<file path="config.mk">
export PLATFORM = sky130hd
export DESIGN_NAME = multicycle_ctrl_fsm_flat
export DESIGN_NICKNAME = d
export VERILOG_FILES = /design/src/rtl/multicycle_ctrl_fsm_if.sv /design/src/rtl/multicycle_ctrl_fsm.sv /design/src/flat_wrapper.sv
export SDC_FILE = /design/constraint.sdc
export NUM_CORES = 1
export LEC_CHECK = 0
export BUFFER_PORTS_ARGS = -buffer_cell sky130_fd_sc_hd__clkbuf_2
export CORE_UTILIZATION = 55
export CTS_BUF_LIST = sky130_fd_sc_hd__clkbuf_16
export DETAILED_ROUTE_END_ITERATION = 12
export PLACE_DENSITY_LB_ADDON = 0.12
export SYNTH_ARGS = -nofsm -noshare
export SYNTH_HDL_FRONTEND = slang
export SYNTH_SLANG_ARGS = --single-unit
</file>
<file path="constraint.sdc">
create_clock -name clk -period 2.88 [get_ports clk]
set_input_delay 0.144 -clock clk [delete_from_list [all_inputs] [get_ports clk]]
set_output_delay 0.144 -clock clk [all_outputs]
set_load 0.1 [all_outputs]
</file>
<file path="src/rtl/multicycle_ctrl_fsm_if.sv">
// Control bundle between the multicycle control FSM and the datapath/memory side.
//   opcode     : instruction[6:0] from the instruction register (datapath -> ctrl)
//   zero       : ALU zero flag (datapath -> ctrl)
//   mem_ready  : memory accepts/completes the current request (memory -> ctrl)
//   mem_req, mem_write, adr_src                  : memory port control (ctrl -> memory)
//   ir_write, pc_write, reg_write                : datapath write enables (ctrl -> datapath)
//   alu_src_a, alu_src_b, result_src, alu_op     : datapath mux selects / ALU class
//   fault      : sticky illegal-opcode / memory-timeout indication
// master = the control FSM, slave = datapath/memory side.
interface multicycle_ctrl_fsm_if;
    logic [6:0] opcode;
    logic       zero;
    logic       mem_ready;
    logic       mem_req;
    logic       mem_write;
    logic       adr_src;
    logic       ir_write;
    logic       pc_write;
    logic       reg_write;
    logic [1:0] alu_src_a;
    logic [1:0] alu_src_b;
    logic [1:0] result_src;
    logic [1:0] alu_op;
    logic       fault;

    modport master (
        input  opcode, zero, mem_ready,
        output mem_req, mem_write, adr_src, ir_write, pc_write, reg_write,
        output alu_src_a, alu_src_b, result_src, alu_op, fault
    );

    modport slave (
        output opcode, zero, mem_ready,
        input  mem_req, mem_write, adr_src, ir_write, pc_write, reg_write,
        input  alu_src_a, alu_src_b, result_src, alu_op, fault
    );
endinterface

</file>
<file path="src/rtl/multicycle_ctrl_fsm.sv">
// Main control state machine for a multicycle RV32I core (lw, sw, R-type, I-type ALU, beq,
// jal). Sequences the shared ALU, register file and unified memory port, stalls on the
// mem_req/mem_ready handshake and drops into a sticky FAULT state on an illegal opcode or a
// memory request that waits too long.
//   clk     : single clock, rising edge
//   rst_n   : asynchronous active-low reset (forces IDLE, drops any in-flight request)
//   bus_io  : control bundle, master side (see multicycle_ctrl_fsm_if)
// Parameters:
//   TIMEOUT_CYCLES : max cycles a memory request may wait for mem_ready (>= 1)
//   CNT_W          : watchdog width, 2**CNT_W must exceed TIMEOUT_CYCLES
module multicycle_ctrl_fsm #(
    parameter int unsigned TIMEOUT_CYCLES = 255,
    parameter int unsigned CNT_W          = 8
) (
    input  logic                   clk,
    input  logic                   rst_n,
    multicycle_ctrl_fsm_if.master  bus_io
);

    localparam logic [6:0] OpLoad   = 7'b0000011;
    localparam logic [6:0] OpStore  = 7'b0100011;
    localparam logic [6:0] OpRType  = 7'b0110011;
    localparam logic [6:0] OpIType  = 7'b0010011;
    localparam logic [6:0] OpBranch = 7'b1100011;
    localparam logic [6:0] OpJal    = 7'b1101111;

    localparam logic [CNT_W-1:0] WdogLast = CNT_W'(TIMEOUT_CYCLES - 1);

    typedef enum logic [3:0] {
        StIdle,
        StFetch,
        StDecode,
        StMemAdr,
        StMemRead,
        StMemWb,
        StMemWrite,
        StExecR,
        StExecI,
        StAluWb,
        StBeq,
        StJal,
        StFault
    } state_e;

    state_e           state_q, state_d;
    logic [CNT_W-1:0] wdog_q, wdog_d;

    logic       req_state;
    logic       pc_update;
    logic       branch;
    logic       mem_req;
    logic       mem_write;
    logic       adr_src;
    logic       ir_write;
    logic       reg_write;
    logic [1:0] alu_src_a;
    logic [1:0] alu_src_b;
    logic [1:0] result_src;
    logic [1:0] alu_op;
    logic       fault;

    // States that own the memory port and are therefore watched by the watchdog.
    assign req_state = (state_q == StFetch) || (state_q == StMemRead) ||
                       (state_q == StMemWrite);

    // Next-state and watchdog.
    always_comb begin
        state_d = state_q;
        wdog_d  = '0;
        unique case (state_q)
            StIdle:     state_d = StFetch;
            StFetch:    if (bus_io.mem_ready) state_d = StDecode;
            StDecode: begin
                unique case (bus_io.opcode)
                    OpLoad, OpStore: state_d = StMemAdr;
                    OpRType:         state_d = StExecR;
                    OpIType:         state_d = StExecI;
                    OpBranch:        state_d = StBeq;
                    OpJal:           state_d = StJal;
                    default:         state_d = StFault;
                endcase
            end
            StMemAdr:   state_d = (bus_io.opcode == OpLoad) ? StMemRead : StMemWrite;
            StMemRead:  if (bus_io.mem_ready) state_d = StMemWb;
            StMemWb:    state_d = StFetch;
            StMemWrite: if (bus_io.mem_ready) state_d = StFetch;
            StExecR:    state_d = StAluWb;
            StExecI:    state_d = StAluWb;
            StAluWb:    state_d = StFetch;
            StBeq:      state_d = StFetch;
            StJal:      state_d = StAluWb;
            StFault:    state_d = StFault;
            default:    state_d = StFault;
        endcase

        // A stalled request either counts up or is abandoned once its budget is spent.
        if (req_state && !bus_io.mem_ready) begin
            if (wdog_q == WdogLast) begin
                state_d = StFault;
            end else begin
                wdog_d = wdog_q + 1'b1;
            end
        end
    end

    always_ff @(posedge clk or negedge rst_n) begin
        if (!rst_n) begin
            state_q <= StIdle;
            wdog_q  <= '0;
        end else begin
            state_q <= state_d;
            wdog_q  <= wdog_d;
        end
    end

    // Outputs decoded from the registered state so an async reset removes them at once.
    always_comb begin
        mem_req    = 1'b0;
        mem_write  = 1'b0;
        adr_src    = 1'b0;
        ir_write   = 1'b0;
        pc_update  = 1'b0;
        branch     = 1'b0;
        reg_write  = 1'b0;
        alu_src_a  = 2'b00;
        alu_src_b  = 2'b00;
        result_src = 2'b00;
        alu_op     = 2'b00;
        fault      = 1'b0;
        unique case (state_q)
            StFetch: begin
                mem_req    = 1'b1;
                alu_src_b  = 2'b10;
                result_src = 2'b10;
                // IR and PC advance only in the cycle the fetch completes.
                ir_write   = bus_io.mem_ready;
                pc_update  = bus_io.mem_ready;
            end
            StDecode: begin
                alu_src_a = 2'b01;
                alu_src_b = 2'b01;
            end
            StMemAdr: begin
                alu_src_a = 2'b10;
                alu_src_b = 2'b01;
            end
            StMemRead: begin
                mem_req = 1'b1;
                adr_src = 1'b1;
            end
            StMemWb: begin
                result_src = 2'b01;
                reg_write  = 1'b1;
            end
            StMemWrite: begin
                mem_req   = 1'b1;
                mem_write = 1'b1;
                adr_src   = 1'b1;
            end
            StExecR: begin
                alu_src_a = 2'b10;
                alu_op    = 2'b10;
            end
            StExecI: begin
                alu_src_a = 2'b10;
                alu_src_b = 2'b01;
                alu_op    = 2'b10;
            end
            StAluWb: reg_write = 1'b1;
            StBeq: begin
                alu_src_a = 2'b10;
                alu_op    = 2'b01;
                branch    = 1'b1;
            end
            StJal: begin
                alu_src_a = 2'b01;
                alu_src_b = 2'b10;
                pc_update = 1'b1;
            end
            StFault: fault = 1'b1;
            default: ;
        endcase
    end

    assign bus_io.mem_req    = mem_req;
    assign bus_io.mem_write  = mem_write;
    assign bus_io.adr_src    = adr_src;
    assign bus_io.ir_write   = ir_write;
    assign bus_io.pc_write   = pc_update | (branch & bus_io.zero);
    assign bus_io.reg_write  = reg_write;
    assign bus_io.alu_src_a  = alu_src_a;
    assign bus_io.alu_src_b  = alu_src_b;
    assign bus_io.result_src = result_src;
    assign bus_io.alu_op     = alu_op;
    assign bus_io.fault      = fault;

endmodule

</file>
<file path="src/flat_wrapper.sv">
// flat-port wrapper written by rule: the top's interface ports become plain ports
module multicycle_ctrl_fsm_flat 
#(
    parameter int unsigned TIMEOUT_CYCLES = 255,
    parameter int unsigned CNT_W          = 8
)
  (clk, rst_n, bus_io_opcode, bus_io_zero, bus_io_mem_ready, bus_io_mem_req, bus_io_mem_write, bus_io_adr_src, bus_io_ir_write, bus_io_pc_write, bus_io_reg_write, bus_io_alu_src_a, bus_io_alu_src_b, bus_io_result_src, bus_io_alu_op, bus_io_fault);
  multicycle_ctrl_fsm_if bus_io_i ();
  input  logic clk;
  input  logic rst_n;
  input wire logic [$bits(bus_io_i.opcode)-1:0] bus_io_opcode;
  input wire logic [$bits(bus_io_i.zero)-1:0] bus_io_zero;
  input wire logic [$bits(bus_io_i.mem_ready)-1:0] bus_io_mem_ready;
  output wire logic [$bits(bus_io_i.mem_req)-1:0] bus_io_mem_req;
  output wire logic [$bits(bus_io_i.mem_write)-1:0] bus_io_mem_write;
  output wire logic [$bits(bus_io_i.adr_src)-1:0] bus_io_adr_src;
  output wire logic [$bits(bus_io_i.ir_write)-1:0] bus_io_ir_write;
  output wire logic [$bits(bus_io_i.pc_write)-1:0] bus_io_pc_write;
  output wire logic [$bits(bus_io_i.reg_write)-1:0] bus_io_reg_write;
  output wire logic [$bits(bus_io_i.alu_src_a)-1:0] bus_io_alu_src_a;
  output wire logic [$bits(bus_io_i.alu_src_b)-1:0] bus_io_alu_src_b;
  output wire logic [$bits(bus_io_i.result_src)-1:0] bus_io_result_src;
  output wire logic [$bits(bus_io_i.alu_op)-1:0] bus_io_alu_op;
  output wire logic [$bits(bus_io_i.fault)-1:0] bus_io_fault;
  assign bus_io_i.opcode = bus_io_opcode;
  assign bus_io_i.zero = bus_io_zero;
  assign bus_io_i.mem_ready = bus_io_mem_ready;
  assign bus_io_mem_req = bus_io_i.mem_req;
  assign bus_io_mem_write = bus_io_i.mem_write;
  assign bus_io_adr_src = bus_io_i.adr_src;
  assign bus_io_ir_write = bus_io_i.ir_write;
  assign bus_io_pc_write = bus_io_i.pc_write;
  assign bus_io_reg_write = bus_io_i.reg_write;
  assign bus_io_alu_src_a = bus_io_i.alu_src_a;
  assign bus_io_alu_src_b = bus_io_i.alu_src_b;
  assign bus_io_result_src = bus_io_i.result_src;
  assign bus_io_alu_op = bus_io_i.alu_op;
  assign bus_io_fault = bus_io_i.fault;
  multicycle_ctrl_fsm #(.TIMEOUT_CYCLES(TIMEOUT_CYCLES), .CNT_W(CNT_W)) u_core (.clk(clk), .rst_n(rst_n), .bus_io(bus_io_i));
endmodule
</file>
==> flow_summary.toml <==
[routing]
drtAntennaViolNets = 0
route.vias.total = 926
avgViaCountPerCell = 5.94
wl_mm = 2.03
drtIter0Drc = 27
firstDrtPassIters = 4
drc = 0
routedWlPerCell_um = 13.0

[worst_setup_path]
path_buf_inv = 1
crit_type = "reg2out"
startpoint_type = "register"
cp_slowest_cell = "dfrtp_1"
arrival_ns = 2.01
cpLargestDelayFamily = "flip-flops"
worst-r2r-setup-slack_ns = 1.05
cp-end-kind = "output pin"
crit_chain = "nand2b_1 -> nor3_1 -> o21bai_1 -> clkbuf_2"
cp_max_fo = 16
cp_slowest_stage_delay_ns = 0.64
cp.required_ns = 2.74

[grt]
overflow = 0
grt_pass1_wl_mm = 3.14
grt_max_degree = 21
antenna_found_initial = 0
track_usage_pct = 22.3
grt_pass1_vias = 708

[timing]
fmax_ghz = 0.464
slew_viol_final = 0
rsz0062_at_grt = "false"
slew_headroom_pct = 62.1
tns_ns = 0
post-route-min-period_ns = 2.15
finalHoldViolCount = 0
skew_ns = 0.00174
finalCritPeriodShare_pct = 74.8
tightest_slew_ns = 0.569
setup_viol = 0

[run_status]
status = "completed"

[placement]
dpl.hpwl_mm = 1.47
post_dp_cell_area_um2 = 1060
place_congestion = 0.774
post-place-cells = 151
io_buffers = 25

[final_layout]
design_area_um2 = 1150
antenna_cells = 0
fill_cells = 131
drive_gt1_share_pct = 24.3
nNetsFinal = 154
area_delta_synth_final_pct = 22.5
fin_cells = 156

[hold_path]
hp-class = "in2reg"

[floorplanning]
rows = 14
coreArea_um2 = 1540
die_area_um2 = 1880
boundaryPins = 26
die_w_um = 43.3
die_h_um = 43.3
initial_core_util_pct = 60.9

[synthesis]
synth.mux.area_fraction_pct = 1.20
yosys_warnings = 0
ys_ff_latch = 12
ys_types = 45
synth_compound_gate_area_share_pct = 22.8
synth_xor_area_share_pct = 6.53
synth_edf_count = 0
synth_top_family_by_area = "simple AND/OR/NAND/NOR gates"
ys_seq_area_share_pct = 32.0
syn-cell-area_um2 = 938
synthCells = 116
synth_flop_cell = "dfrtp_1"
syn_nets = 129
syn_area_per_cell_um2 = 8.09
synth_fa_ha_area_share_pct = 2.67
postSynth.asyncResetShare_pct = 100
synth-simple-area-share_pct = 31.3

[clock_network]
post-cts-setup-buffers = 0
cts-root-buf = "clkbuf_16"
clockBufferDepth = 2
h-tree-depth = 1
cts_tree = "yes"
cts_sinks = 12
clock_latency_ns = 0.24
clk_pin_slew_ns = 0.04
cts_buffers = 3

[run]
maxCapViolCount = 0
[worst paths after layout]
kind | from | end | cells after the start
worst max-delay path | u_core.state_q[3] | bus_io_alu_op[1] | 4
worst min-delay path | bus_io_opcode[1] | u_core.state_q[0] | 3
worst max register to register | u_core.state_q[0] | u_core.state_q[1] | 4
worst min register to register | u_core.wdog_q[0] | u_core.wdog_q[0] | 1
max in group asynchronous | rst_n | u_core.state_q[3] | 2
min in group asynchronous | rst_n | u_core.wdog_q[4] | 2
[cell usage after synthesis, drive strengths merged, types with 2 or more instances]
cell	instances	area share (%)
a211oi	2	2.1
a21bo	2	2.1
a21oi	7	3.7
and2	3	2.0
and3	3	2.0
buf	3	1.5
clkbuf	3	1.2
dfrtp	12	32
ha	2	2.7
inv	2	0.80
nand2	4	1.6
nand2b	7	4.7
nand3	4	2.1
nor2	21	8.4
nor2b	2	1.3
nor3	3	1.6
o21ai	7	4.1
or2	2	1.3
xnor2	4	3.7
xor2	3	2.8
[registers in the layout (all words and copies together), names as in the netlist]
register        cells
u_core.state_q      4
u_core.wdog_q       8
[tightest hold or removal path: stages]
cell       delay, ns
clkbuf_2        0.10
o2111ai_1       0.09
a21oi_1         0.07
[cells by family after synthesis]
| family | Yosys count |
|---|---|
| simple gates | 56 |
| compound gates | 30 |
| buf+inv | 8 |
| xor+xnor | 7 |
| mux | 1 |
| flops | 12 |
| fa+ha+maj | 2 |
[per-layer routing]
metal  vias up  track usage, %  routed length (µm)
met3         4            8.09                 141
li1        462               -                   -
met4         0            3.64                  19
met5         -               0                   0
met1       419            31.5                 926
met2        41            33.7                 940
[timing repair]
item                       in CTS  in global routing
resized for setup               0                  0
hold buffers                    1                  0
setup endpoints to repair       0                  0
hold endpoints to repair       12                  0
[stage by stage]
stage               util [%]  worst slack (ns)  hold slack, ns
finish                  74.6             0.726           0.212
global route            74.6             0.635           0.230
detailed placement      68.8              1.03          0.0382
CTS                     74.6             0.778           0.197
global placement        68.8              1.05          0.0361
floorplan                  -             0.289          -0.152
[final cells by class]
cell class                 count  area, µm²  share of cell area (%)
clock inverter                 1       3.75                   0.326
multi-input combinational     96        608                    52.9
tap                           16       20.0                    1.74
timing repair buffer          26        135                    11.8
clock buffer                   3       75.1                    6.53
sequential                    12        300                    26.1
inverter                       2       7.51                   0.653
[cell usage in the layout, fill, tap and decap left out, types with 2 or more instances in the layout]
cell and instances:
xnor2_1 4, and3_1 3, dfrtp_1 12, nor2b_1 2, a21oi_1 7, o21ai_0 5, nand2b_1 7, nor3_1 3
and2_1 3, nand3_1 4, inv_1 2, clkbuf_16 3, nor2_1 20, ha_1 2, nand2_1 4, clkbuf_2 25
or2_1 2, xor2_1 3
Power is not shown: default switching activity piles up to over one toggle a cycle in this logic, so the estimate is an artifact.
